<file path="config.mk">
export PLATFORM = sky130hd
export DESIGN_NAME = chk_lfsr
export DESIGN_NICKNAME = d
export VERILOG_FILES = /design/src/rtl/stream_checker_pkg.sv /design/src/rtl/chk_lfsr.sv
export SDC_FILE = /design/constraint.sdc
export NUM_CORES = 1
export LEC_CHECK = 0
export CORE_MARGIN = 3
export CORE_UTILIZATION = 48
export DETAILED_ROUTE_END_ITERATION = 8
export GPL_ROUTABILITY_DRIVEN = 0
export PLACE_DENSITY = 0.87
export RECOVER_POWER = 50
export SYNTH_ARGS = -nofsm -noshare
export SYNTH_HDL_FRONTEND = slang
export SYNTH_SLANG_ARGS = --single-unit
</file>
<file path="constraint.sdc">
create_clock -name clk -period 1.4 [get_ports clk]
set_input_delay 0.28 -clock clk [delete_from_list [all_inputs] [get_ports clk]]
set_output_delay 0.28 -clock clk [all_outputs]
set_load 0.02 [all_outputs]
</file>
<file path="src/rtl/stream_checker_pkg.sv">
// ---------------------------------------------------------------------------
// stream_checker_pkg
// Shared constants for the stream checker:
//   - FSM state encoding (IDLE / CMP / DONE)
//   - backpressure LFSR width, seed, feedback taps and ready-bit mask
// ---------------------------------------------------------------------------
package stream_checker_pkg;

  typedef logic [1:0] state_t;

  localparam state_t ST_IDLE = 2'd0;
  localparam state_t ST_CMP  = 2'd1;
  localparam state_t ST_DONE = 2'd2;

  // x^16 + x^14 + x^13 + x^11 + 1, right-shifting Fibonacci form:
  // feedback = b0 ^ b2 ^ b3 ^ b5, shifted in at the MSB.
  localparam int          LFSR_W    = 16;
  localparam logic [15:0] LFSR_SEED = 16'hACE1;
  localparam logic [15:0] LFSR_TAPS = 16'h002D;

  // Ready in IDLE is lfsr[0] | lfsr[3] (roughly 75% duty).
  localparam logic [15:0] LFSR_READY_MASK = 16'h0009;

endpackage

</file>
<file path="src/rtl/chk_lfsr.sv">
// ---------------------------------------------------------------------------
// chk_lfsr
// Fibonacci LFSR with enable and reset seed. Shifts right; the XOR of the
// tapped bits enters at the MSB.
// Ports:
//   clk     in   clock
//   rst     in   asynchronous active-high reset (loads SEED)
//   i_en    in   advance one step this cycle
//   o_lfsr  out  current LFSR state
// ---------------------------------------------------------------------------
module chk_lfsr
  import stream_checker_pkg::*;
#(
  parameter int          W    = LFSR_W,
  parameter logic [W-1:0] SEED = LFSR_SEED,
  parameter logic [W-1:0] TAPS = LFSR_TAPS
) (
  input  logic         clk,
  input  logic         rst,
  input  logic         i_en,
  output logic [W-1:0] o_lfsr
);

  logic [W-1:0] r_lfsr;

  always_ff @(posedge clk or posedge rst) begin
    if (rst) begin
      r_lfsr <= SEED;
    end else if (i_en) begin
      r_lfsr <= {^(r_lfsr & TAPS), r_lfsr[W-1:1]};
    end
  end

  assign o_lfsr = r_lfsr;

endmodule

</file>
* After elaboration in Yosys (flattened, before gate mapping)
Index checks and enable logic that the tools add are counted.
** Storage, ports and cells
- Bits in registers :: 16
- Bits in latches :: 0
- Bits in writable memories :: 0
- Bits in read-only memories :: 0
- Input port bits :: 3
- Logic and storage cells :: 2
- Memories :: 0
** Cells by class
- Add/sub/neg operators :: 0
- Multiply operators :: 0
- Divide/modulo/power cells :: 0
- Order comparisons :: 0
- Equality and inequality tests :: 0
- Shift operators :: 0
- Mux-type cells :: 0
- Bitwise gates (word level) :: 0
- Reduce and logical (&&, ||, !) cells :: 1
** Operators by type and width (count)
- parity 16 bit :: 1

* Depth between registers and ports, before layout
Gate-level depths: netlist (run 1).
- Word-level depth :: 1
- Gate-level depth with buffers :: 4

* Least setup slack after synthesis (run 1)
Ideal clock, no wire load.
- Path type :: register -> register
- Start :: register r_lfsr[5] (netlist: o_lfsr[5])
- End :: register r_lfsr[15] (netlist: o_lfsr[15])
- Library setup time :: 0.081 ns
- Data arrival time :: 0.935 ns
- Path slack :: 0.384 ns
- Cell stages (with the launch flop) :: 4
- Path through :: dfstp_2 xnor2_1 xnor2_1 a21oi_1
** On the way
- Word-level cells in the longest chain between the ends :: 1
** Ends and longest elaborated chain
- from (decl) :: line chk_lfsr.sv:24 : logic [W-1:0] r_lfsr;
- from (signal assigned) :: line chk_lfsr.sv:30 : r_lfsr <= {^(r_lfsr & TAPS), r_lfsr[W-1:1]};
- parity 16 bit :: line chk_lfsr.sv:30
Every way passes these cells.
A chain may end at the register's enable or synchronous reset.

* Worst setup path after layout (run 1)
- Start :: register r_lfsr[15] (netlist: o_lfsr[15])
- End :: output port o_lfsr[15]
** RTL lines
- to (decl) :: line chk_lfsr.sv:21 : output logic [W-1:0] o_lfsr
No word-level cell between the ends.

==> results of run 1 <==
[final timing paths]
path / endpoint / slack [ps] / from / depth (start not counted)
max in group asynchronous: o_lfsr[12] / 260 / rst / 3
worst min register to register: o_lfsr[15] / 510 / o_lfsr[15] / 2
worst max-delay path: o_lfsr[15] / 30 / o_lfsr[15] / 1
min in group asynchronous: o_lfsr[9] / 650 / rst / 3
worst min-delay path: o_lfsr[15] / 510 / o_lfsr[15] / 2
worst max register to register: o_lfsr[15] / 310 / o_lfsr[0] / 4
[metrics by stage]
step | utilization [%] | cells
floorplan | - | 39
global placement | 75.5 | 77
detailed placement | 75.5 | 77
CTS | 78.1 | 81
global route | 74.9 | 81
finish | 74.9 | 81
[synth_stat cells]
| cell type | instances | area share, % |
|---|---|---|
| sky130_fd_sc_hd__mux2_4 | 8 | 18 |
| sky130_fd_sc_hd__inv_1 | 1 | 0.55 |
| sky130_fd_sc_hd__xnor2_1 | 3 | 3.9 |
| sky130_fd_sc_hd__nor2_1 | 1 | 0.55 |
| sky130_fd_sc_hd__dfrtp_1 | 8 | 29 |
| sky130_fd_sc_hd__dfstp_2 | 8 | 31 |
| sky130_fd_sc_hd__buf_12 | 1 | 2.9 |
| sky130_fd_sc_hd__buf_6 | 1 | 1.7 |
| sky130_fd_sc_hd__a21oi_1 | 1 | 0.74 |
| sky130_fd_sc_hd__mux2_2 | 7 | 12 |
[cells in the final DEF (no fill, tap or decap), drive strengths merged]
cell type,n
xnor2,3
dlygate4sd3,2
a21oi,1
clkbuf,9
mux2,15
dfrtp,8
inv,1
dfstp,8
dlygate4sd2,8
nor2,1
buf,7
clkdlybuf4s15,4
[kinds of logic after synthesis]
kind of cell / synth area share, %
buf+inv: 5.16
compound gates: 0.736
flops: 60.4
xor+xnor: 3.87
simple gates: 0.552
mux: 29.3
[timing repair]
action	4_1_cts	5_1_grt
setup endpoints to repair	16	4
pin swaps	0	0
gates resized for setup	28	4
hold buffers	0	0
[area by class of cell]
type | count | area (um2)
fill | 86 | 305
inverter | 1 | 3.75
multi-input combinational | 20 | 219
sequential | 16 | 410
timing repair buffer | 26 | 224
tap | 14 | 17.5
clock buffer | 4 | 36.3
[worst reg2reg max path, delay by kind of cell (launching register included)]
| kind | cells | cell delay, ps |
|---|---|---|
| xor gates and xnor gates | 2 | 220 |
| AOI/OAI and AO/OA | 1 | 150 |
| DFF | 1 | 540 |
| buffers and inverters | 1 | 110 |
[layer usage]
metal  vias to the layer above  GRT usage (%)
met5                         -              0
met4                         0           5.42
met3                         0           3.32
met2                         9           20.9
met1                       182           17.5
li1                        188              -
[power by group]
part | switching [mW] | internal (mW) | leakage (nW)
combinational | 0.567 | 0.616 | 0.215
clock | 0.131 | 0.158 | 0.0210
sequential | 0.166 | 0.784 | 0.177
==> flow_metrics.py, run 1 <==
metrics = {
    "outcome": {
        "outcome": "complete, no violations",
    },
    "synth": {
        "postSynthNetCount": 42,
        "synthDistinctLibCells": 10,
        "synth_cells": 39,
        "yosysSeqAreaShare_pct": 60.4,
        "yosys_register_bits": 16,
        "yosysWarnings": 0,
        "syn_area_um2": 679,
        "syn-mean-instance-area_um2": 17.4,
    },
    "critical_path": {
        "cp_data_required_time_ps": 1120,
        "path_cells": "clkdlybuf4s15_2",
        "critPathCaptureType": "output pin",
        "worstPathBufferInverterCount": 1,
        "cp_top_family": "flip-flops",
        "path_class": "register to output pin",
        "critical_path_fanout_max": 3,
        "max_stage_delay_ps": 550,
        "worstSetupStartpointType": "register",
        "worst_ep_arrival_time_ps": 1090,
        "cell_at_the_slowest_stage_of_the_critical_path": "sky130_fd_sc_hd__dfstp_2",
    },
    "floorplanning": {
        "floorplan.die.height_um": 43.6,
        "core-area_um2": 1220,
        "std_cell_rows": 12,
        "floorplan.io_pins": 19,
        "initial_utilization_pct": 55.9,
        "die_width_um": 43.6,
        "die_area_um2": 1900,
    },
    "flow_run": {
        "timing.max_cap.violations": 0,
    },
    "sta": {
        "final_clock_skew_ps": 0.763,
        "final_max_slew_viol_count": 0,
        "finalSetupViolCount": 0,
        "fin_worst_hold_slack_ps": 508,
        "maxClockFrequency_mhz": 732,
        "rsz0062_at_grt": "false",
        "hold_viol_final": 0,
        "max_slew_margin_pct": 47.0,
        "worst-slew-pin-transition_ps": 796,
        "tns_ps": 0,
        "fin_crit_sh_pct": 97.5,
        "finalWorstSetupSlack_ps": 34.7,
        "layout_min_cycle_time_ps": 1370,
    },
    "drt": {
        "drt-wirelength-per-cell_um": 12.9,
        "routed-via-count": 379,
        "route.detailed.vias_per_inst": 4.68,
        "met2_wirelength_from_detailed_routing_um": 522,
        "totalWireLength_mm": 1.05,
        "drt-initial-drc-count": 0,
        "drt_met1_wl_um": 463,
        "met3WireLength_um": 59,
        "top_layer_used": "met3",
        "drtPass1Iterations": 1,
        "drt_drc_violations_left": 0,
        "final_antenna_net_count": 0,
    },
    "clock_network": {
        "clock-root-buffer": "sky130_fd_sc_hd__clkbuf_4",
        "clk_latency_ps": 270,
        "cts.htree.levels": 1,
        "cts.clk_slew.worst_paths_ps": 90,
        "cts_buffers": 3,
        "cts.sinks": 16,
        "cts.repair_timing.setup_buffer_count": 0,
        "ctsLongestPathBuffers": 2,
        "cts_tree": "done",
    },
    "global_route": {
        "first_global_vias": 414,
        "global_route.usage.total_pct": 13.3,
        "antenna_found_initial": 0,
        "grt_max_degree": 18,
        "grt_remaining_overflow": 0,
        "wire_length_of_the_first_global_routing_pass_mm": 1.86,
    },
    "cells_and_area": {
        "finish.net_count": 71,
        "post_route_cells_drive_above_1_share_pct": 56.7,
        "layout-area-overhead-vs-synth_pct": 34.1,
        "final_design_area_excluding_fillers_um2": 911,
        "largest_register_ffs": 16,
        "antenna-diode-count": 0,
    },
    "place": {
        "placed_area_um2": 918,
        "port_buffers": 18,
        "dp_slack_ps": -27.8,
        "dp_hpwl_um": 792,
    },
    "pwr": {
        "total_leakage_power_nw": 0.413,
        "design_power_total_mw": 2.42,
        "irDropWorstVdd_v": 0.00155,
        "powerDensity_nw_per_um2": 2660,
    },
    "min_path": {
        "hold_path.class": "register to register",
    },
}
(Power assumes the default switching activity.)
==> run 2, diff against run 1 <==
- CELL_PAD_IN_SITES_DETAIL_PLACEMENT: default -> 0
- CELL_PAD_IN_SITES_GLOBAL_PLACEMENT: default -> 1
- CORE_ASPECT_RATIO: default -> 0.9
- CORE_UTILIZATION: 48 -> 39
- PLACE_DENSITY: 0.87 -> 0.86
==> flow_metrics.py, run 2 (synthesized netlist as in run 1, its figures left out) <==
metrics = {
    "outcome": {
        "outcome": "complete, no violations",
    },
    "sta": {
        "hold_viol_final": 0,
        "fin_worst_hold_slack_ps": 524,
        "maxClockFrequency_mhz": 743,
        "final_clock_skew_ps": 6.21,
        "max_slew_margin_pct": 46.9,
        "worst-slew-pin-transition_ps": 796,
        "fin_crit_sh_pct": 96.2,
        "final_max_slew_viol_count": 0,
        "rsz0062_at_grt": "false",
        "layout_min_cycle_time_ps": 1350,
        "finalSetupViolCount": 0,
    },
    "global_route": {
        "grt_remaining_overflow": 0,
        "antenna_found_initial": 0,
        "wire_length_of_the_first_global_routing_pass_mm": 2.03,
        "first_global_vias": 424,
        "grt_max_degree": 18,
        "global_route.usage.total_pct": 12.0,
    },
    "drt": {
        "drtPass1Iterations": 1,
        "final_antenna_net_count": 0,
        "drt-wirelength-per-cell_um": 12.5,
        "totalWireLength_mm": 1.11,
        "routed-via-count": 386,
        "drt_drc_violations_left": 0,
        "route.detailed.vias_per_inst": 4.34,
        "drt-initial-drc-count": 0,
    },
    "floorplanning": {
        "die_area_um2": 2280,
        "core-area_um2": 1550,
        "initial_utilization_pct": 44.0,
        "floorplan.io_pins": 19,
        "die_width_um": 50.0,
        "floorplan.die.height_um": 45.6,
        "std_cell_rows": 13,
    },
    "critical_path": {
        "cell_at_the_slowest_stage_of_the_critical_path": "sky130_fd_sc_hd__dfstp_2",
        "critical_path_fanout_max": 2,
        "cp_data_required_time_ps": 1120,
        "path_class": "register to output pin",
        "worstSetupStartpointType": "register",
        "critPathCaptureType": "output pin",
        "r2r-end": "o_lfsr[15]",
        "max_stage_delay_ps": 540,
        "worstPathBufferInverterCount": 1,
        "cp_top_family": "flip-flops",
        "worst_ep_arrival_time_ps": 1070,
        "worstReg2RegStart": "o_lfsr[5]",
        "path_cells": "clkdlybuf4s15_2",
        "r2r_cells": 4,
        "r2r_slack_ps": 340,
    },
    "place": {
        "place.detailed.instances": 85,
        "port_buffers": 18,
        "dp_hpwl_um": 808,
    },
    "clock_network": {
        "cts_tree": "done",
        "cts.clk_slew.worst_paths_ps": 90,
        "ctsLongestPathBuffers": 2,
        "cts.sinks": 16,
        "clock-root-buffer": "sky130_fd_sc_hd__clkbuf_4",
        "cts_buffers": 3,
        "clk_latency_ps": 270,
        "cts.htree.levels": 1,
    },
    "cells_and_area": {
        "most_frequent_cells_in_the_layout": "8 x sky130_fd_sc_hd__dfstp_2, 8 x sky130_fd_sc_hd__dfrtp_1, 8 x sky130_fd_sc_hd__dlygate4sd2_1",
        "number_of_non_filler_instances_in_the_completed_layout": 89,
        "layout-area-overhead-vs-synth_pct": 29.1,
        "antenna-diode-count": 0,
        "finish.net_count": 71,
        "post_route_cells_drive_above_1_share_pct": 55.2,
        "largest_register_ffs": 16,
    },
    "min_path": {
        "hold-path-endpoint": "o_lfsr[15]",
        "hold-path-cell-count": 2,
        "min_from": "o_lfsr[15]",
        "hold_path.class": "register to register",
    },
    "pwr": {
        "total_leakage_power_nw": 0.399,
        "powerDensity_nw_per_um2": 2670,
        "irDropWorstVdd_v": 0.00149,
    },
    "flow_run": {
        "timing.max_cap.violations": 0,
    },
}
==> run 2: cell types whose count changed in the layout (fill, tap and decap cells not counted), sizes merged <==
cell	before	now
dlygate4sd3	2	1
clkbuf	9	11
clkdlybuf4s50	0	1
clkdlybuf4s15	4	1
buf	7	8
==> run 2: final cells by class <==
type	instances	area, um2
clock buffer	4	26.3
fill	150	668
inverter	1	3.75
multi-input combinational	20	219
sequential	16	410
tap	22	27.5
timing repair buffer	26	190
==> run 2: stage by stage <==
| stage | TNS, ps | utilization (%) | setup WS (ps) | instance area (um2) | total power, mW |
|---|---|---|---|---|---|
| 3_5_place_dp | -129 | 60.1 | -25.2 | 928 | 2.37 |
| 5_1_grt | 0 | 56.8 | 20.5 | 877 | 2.50 |
| 4_1_cts | 0 | 61.3 | 1.07 | 947 | 2.49 |
| 3_3_place_gp | -86.6 | 60.1 | -19.2 | 928 | 2.35 |
| 6_report | 0 | 56.8 | 53.5 | 877 | 2.34 |
| 2_1_floorplan | 0 | - | 384 | 679 | 1.70 |
==> run 2: per-layer routing <==
layer / vias to the layer above / global-route usage [%] / wire length, um
li1: 188 / - / -
met1: 185 / 17.2 / 562
met2: 11 / 18.2 / 489
met3: 2 / 2.95 / 50
met4: 0 / 3.31 / 9
met5: - / 0 / 0
==> run 2: tightest hold or removal path: cells and delay by family, from the launching register on <==
family           cells  cell delay (ps)
AO/OA/AOI/OAI        1               50
flip-flops           1              390
AND/OR/NAND/NOR      1               90
==> run 2: worst max path at each step <==
stage	startpoint	to	slack, ps	cells past startpoint
finish	o_lfsr[11]	o_lfsr[11]	50	1
global placement	i_en	o_lfsr[3]	-20	3
floorplan	o_lfsr[5]	o_lfsr[15]	380	3
detailed placement	i_en	o_lfsr[1]	-30	3
global route	rst	o_lfsr[9]	20	3
CTS	o_lfsr[13]	o_lfsr[13]	1	1
==> run 2: timing repair <==
item                                    in CTS  in global routing
endpoints found under the setup margin      16                  7
gates resized for setup                     26                  7
endpoints found under the hold margin        0                  0
cloned                                       0                  0
setup buffers                                0                  0
hold buffers                                 0                  0
==> run 2: power by group <==
| part | internal, mW | switching (mW) | total (mW) |
|---|---|---|---|
| Clock | 0.110 | 0.130 | 0.240 |
| Combinational | 0.582 | 0.569 | 1.15 |
| Sequential | 0.783 | 0.165 | 0.948 |
| Total | 1.48 | 0.864 | 2.34 |
==> run 3, diff against run 2 <==
- ABC_AREA: default -> 1
- CORE_UTILIZATION: 39 -> 36
- PLACE_DENSITY: 0.86 -> 0.87
==> flow_metrics.py, run 3 <==
metrics = {
    "outcome": {
        "outcome": "complete, no violations",
    },
    "sta": {
        "layout_min_cycle_time_ps": 1360,
        "finalWorstSetupSlack_ps": 40.4,
        "worst-slew-pin-transition_ps": 562,
        "finalSetupViolCount": 0,
        "rsz0062_at_grt": "false",
        "final_clock_skew_ps": 1.99,
        "final_max_slew_viol_count": 0,
        "fin_crit_sh_pct": 97.1,
        "hold_viol_final": 0,
        "maxClockFrequency_mhz": 736,
        "max_slew_margin_pct": 62.5,
        "tns_ps": 0,
    },
    "min_path": {
        "hold_path.class": "input port to asynchronous set/reset pin",
    },
    "drt": {
        "drt_drc_violations_left": 0,
        "route.detailed.vias_per_inst": 4.28,
        "drt-wirelength-per-cell_um": 10.4,
        "routed-via-count": 543,
        "drt-initial-drc-count": 12,
        "drtPass1Iterations": 4,
        "final_antenna_net_count": 0,
        "totalWireLength_mm": 1.32,
    },
    "floorplanning": {
        "die_area_um2": 2520,
        "initial_utilization_pct": 40.1,
        "core-area_um2": 1750,
        "std_cell_rows": 14,
        "die_width_um": 52.5,
        "floorplan.io_pins": 19,
        "floorplan.die.height_um": 47.9,
    },
    "cells_and_area": {
        "largest_register_ffs": 16,
        "antenna-diode-count": 0,
        "layout-area-overhead-vs-synth_pct": 33.5,
        "most_common_library_cell_in_the_layout_ignoring_fill_and_taps": "sky130_fd_sc_hd__nand2_1",
        "most_frequent_cells_in_the_layout": "28 x sky130_fd_sc_hd__nand2_1, 10 x sky130_fd_sc_hd__inv_1, 8 x sky130_fd_sc_hd__dfrtp_1, 8 x sky130_fd_sc_hd__dlygate4sd2_1",
        "number_of_non_filler_instances_in_the_completed_layout": 127,
        "fillers": 173,
        "post_route_cells_drive_above_1_share_pct": 28.2,
        "fin_util_pct": 53.5,
        "finish.net_count": 107,
    },
    "clock_network": {
        "ctsLongestPathBuffers": 2,
        "cts_tree": "done",
        "cts_buffers": 3,
        "clk_latency_ps": 290,
        "clock-root-buffer": "sky130_fd_sc_hd__clkbuf_4",
        "cts.clk_slew.worst_paths_ps": 100,
        "cts.htree.levels": 1,
        "cts.sinks": 16,
        "cts_hold_buf": 0,
    },
    "synth": {
        "yosysWarnings": 0,
        "syn_area_um2": 702,
        "synth_cells": 75,
        "synthArstFlopShare_pct": 100,
        "synth_top_area_share_pct": 29.9,
        "synth.top_cells.by_area": "sky130_fd_sc_hd__dfstp_2 30%, sky130_fd_sc_hd__dfrtp_1 29%, sky130_fd_sc_hd__nand2_1 15%, sky130_fd_sc_hd__inv_1 5.3%, sky130_fd_sc_hd__o21ai_0 5.0%",
        "syn-mean-instance-area_um2": 9.36,
        "post_synth_most_frequent_cells": "28 x sky130_fd_sc_hd__nand2_1, 10 x sky130_fd_sc_hd__inv_1, 8 x sky130_fd_sc_hd__dfrtp_1, 8 x sky130_fd_sc_hd__dfstp_2, 7 x sky130_fd_sc_hd__o21ai_0",
        "synth_edf_count": 0,
        "yosys_register_bits": 16,
        "synthDistinctLibCells": 13,
        "yosysSeqAreaShare_pct": 58.5,
        "postSynthNetCount": 78,
        "synth-main-ff-cell": "sky130_fd_sc_hd__dfstp_2",
        "yosys.area.top_type": "sky130_fd_sc_hd__dfstp_2",
        "yosys.cell_count.top_type": "sky130_fd_sc_hd__nand2_1",
    },
    "pwr": {
        "design_power_total_mw": 1.46,
        "powerDensity_nw_per_um2": 1560,
        "irDropWorstVdd_v": 0.000795,
        "total_leakage_power_nw": 0.473,
    },
    "place": {
        "place.detailed.instances": 123,
        "dp_slack_ps": 2.33,
        "port_buffers": 18,
        "dp_hpwl_um": 997,
    },
    "critical_path": {
        "worstPathBufferInverterCount": 1,
        "cp_top_family": "flip-flops",
        "critPathCaptureType": "output pin",
        "critical_path_fanout_max": 2,
        "worstSetupStartpointType": "register",
        "max_stage_delay_ps": 540,
        "cell_at_the_slowest_stage_of_the_critical_path": "sky130_fd_sc_hd__dfstp_2",
        "worst_ep_arrival_time_ps": 1080,
        "cp_data_required_time_ps": 1120,
        "path_cells": "clkdlybuf4s15_2",
        "path_class": "register to output pin",
    },
    "global_route": {
        "first_global_vias": 533,
        "antenna_found_initial": 0,
        "grt_max_degree": 16,
        "wire_length_of_the_first_global_routing_pass_mm": 2.27,
        "global_route.usage.total_pct": 12.6,
        "grt_remaining_overflow": 0,
    },
    "flow_run": {
        "timing.max_cap.violations": 0,
    },
}
[run 3: cell count changes in the layout (fill, tap and decap cells not counted), sizes merged, moves of 2 or more]
cell / previous run / this run
inv: 1 / 11
clkbuf: 11 / 7
clkdlybuf4s15: 1 / 4
nand2: 0 / 28
buf: 8 / 10
mux2: 15 / 0
o21ai: 0 / 13
xnor2: 3 / 1
[run 3: logic make-up (layout without fill, tap and decap cells)]
| group | Yosys count | count (layout) | share of synthesized area, % |
|---|---|---|---|
| and+or+nand+nor | 31 | 31 | 16.8 |
| AOI/OAI and AO/OA | 13 | 13 | 10.9 |
| buffers and inverters | 14 | 42 | 12.7 |
| DFF | 16 | 16 | 58.5 |
| xor gates and xnor gates | 1 | 1 | 1.25 |
[run 3: final timing paths]
path	cells past startpoint	slack, ps	endpoint	start
min in group clk	2	480	o_lfsr[6]	o_lfsr[7]
hold reg to reg	2	480	o_lfsr[6]	o_lfsr[7]
setup / recovery	1	40	o_lfsr[7]	o_lfsr[7]
setup reg to reg	7	340	o_lfsr[15]	o_lfsr[0]
max in group asynchronous	3	330	o_lfsr[0]	rst
hold / removal	2	320	o_lfsr[9]	rst
[run 3: routing by layer]
metal,vias to the layer above,track usage [%],wire [um]
met5,-,0,0
met4,0,6.12,19
met3,2,3.43,79
met2,15,20.5,611
met1,243,15.7,605
li1,283,-,-
[run 3: final cells by class]
type	count	area [um2]	share of cell area, %
multi-input combinational	45	203	21.6
sequential	16	410	43.8
clock buffer	4	36.3	3.87
tap	24	30.0	3.20
inverter	11	46.3	4.94
timing repair buffer	27	211	22.6
[run 3: metrics by stage]
| step | hold WS [ps] | area (um2) |
|---|---|---|
| after detailed placement | 469 | 950 |
| after floorplan | 188 | 702 |
| after global placement | 467 | 950 |
| after global routing | 331 | 937 |
| final | 318 | 937 |
| after CTS | 210 | 986 |
[run 3: report_power, final]
group / switching [mW] / leakage [nW] / total, mW / internal, mW
registers: 0.0592 / 0.188 / 0.652 / 0.592
clock network: 0.150 / 0.0210 / 0.309 / 0.158
logic: 0.292 / 0.264 / 0.501 / 0.209
total: 0.501 / 0.473 / 1.46 / 0.960
[run 3: what timing repair did]
action | in CTS | in global routing
setup buffers | 0 | 0
setup endpoints to repair | 16 | 4
gates resized for setup | 32 | 4
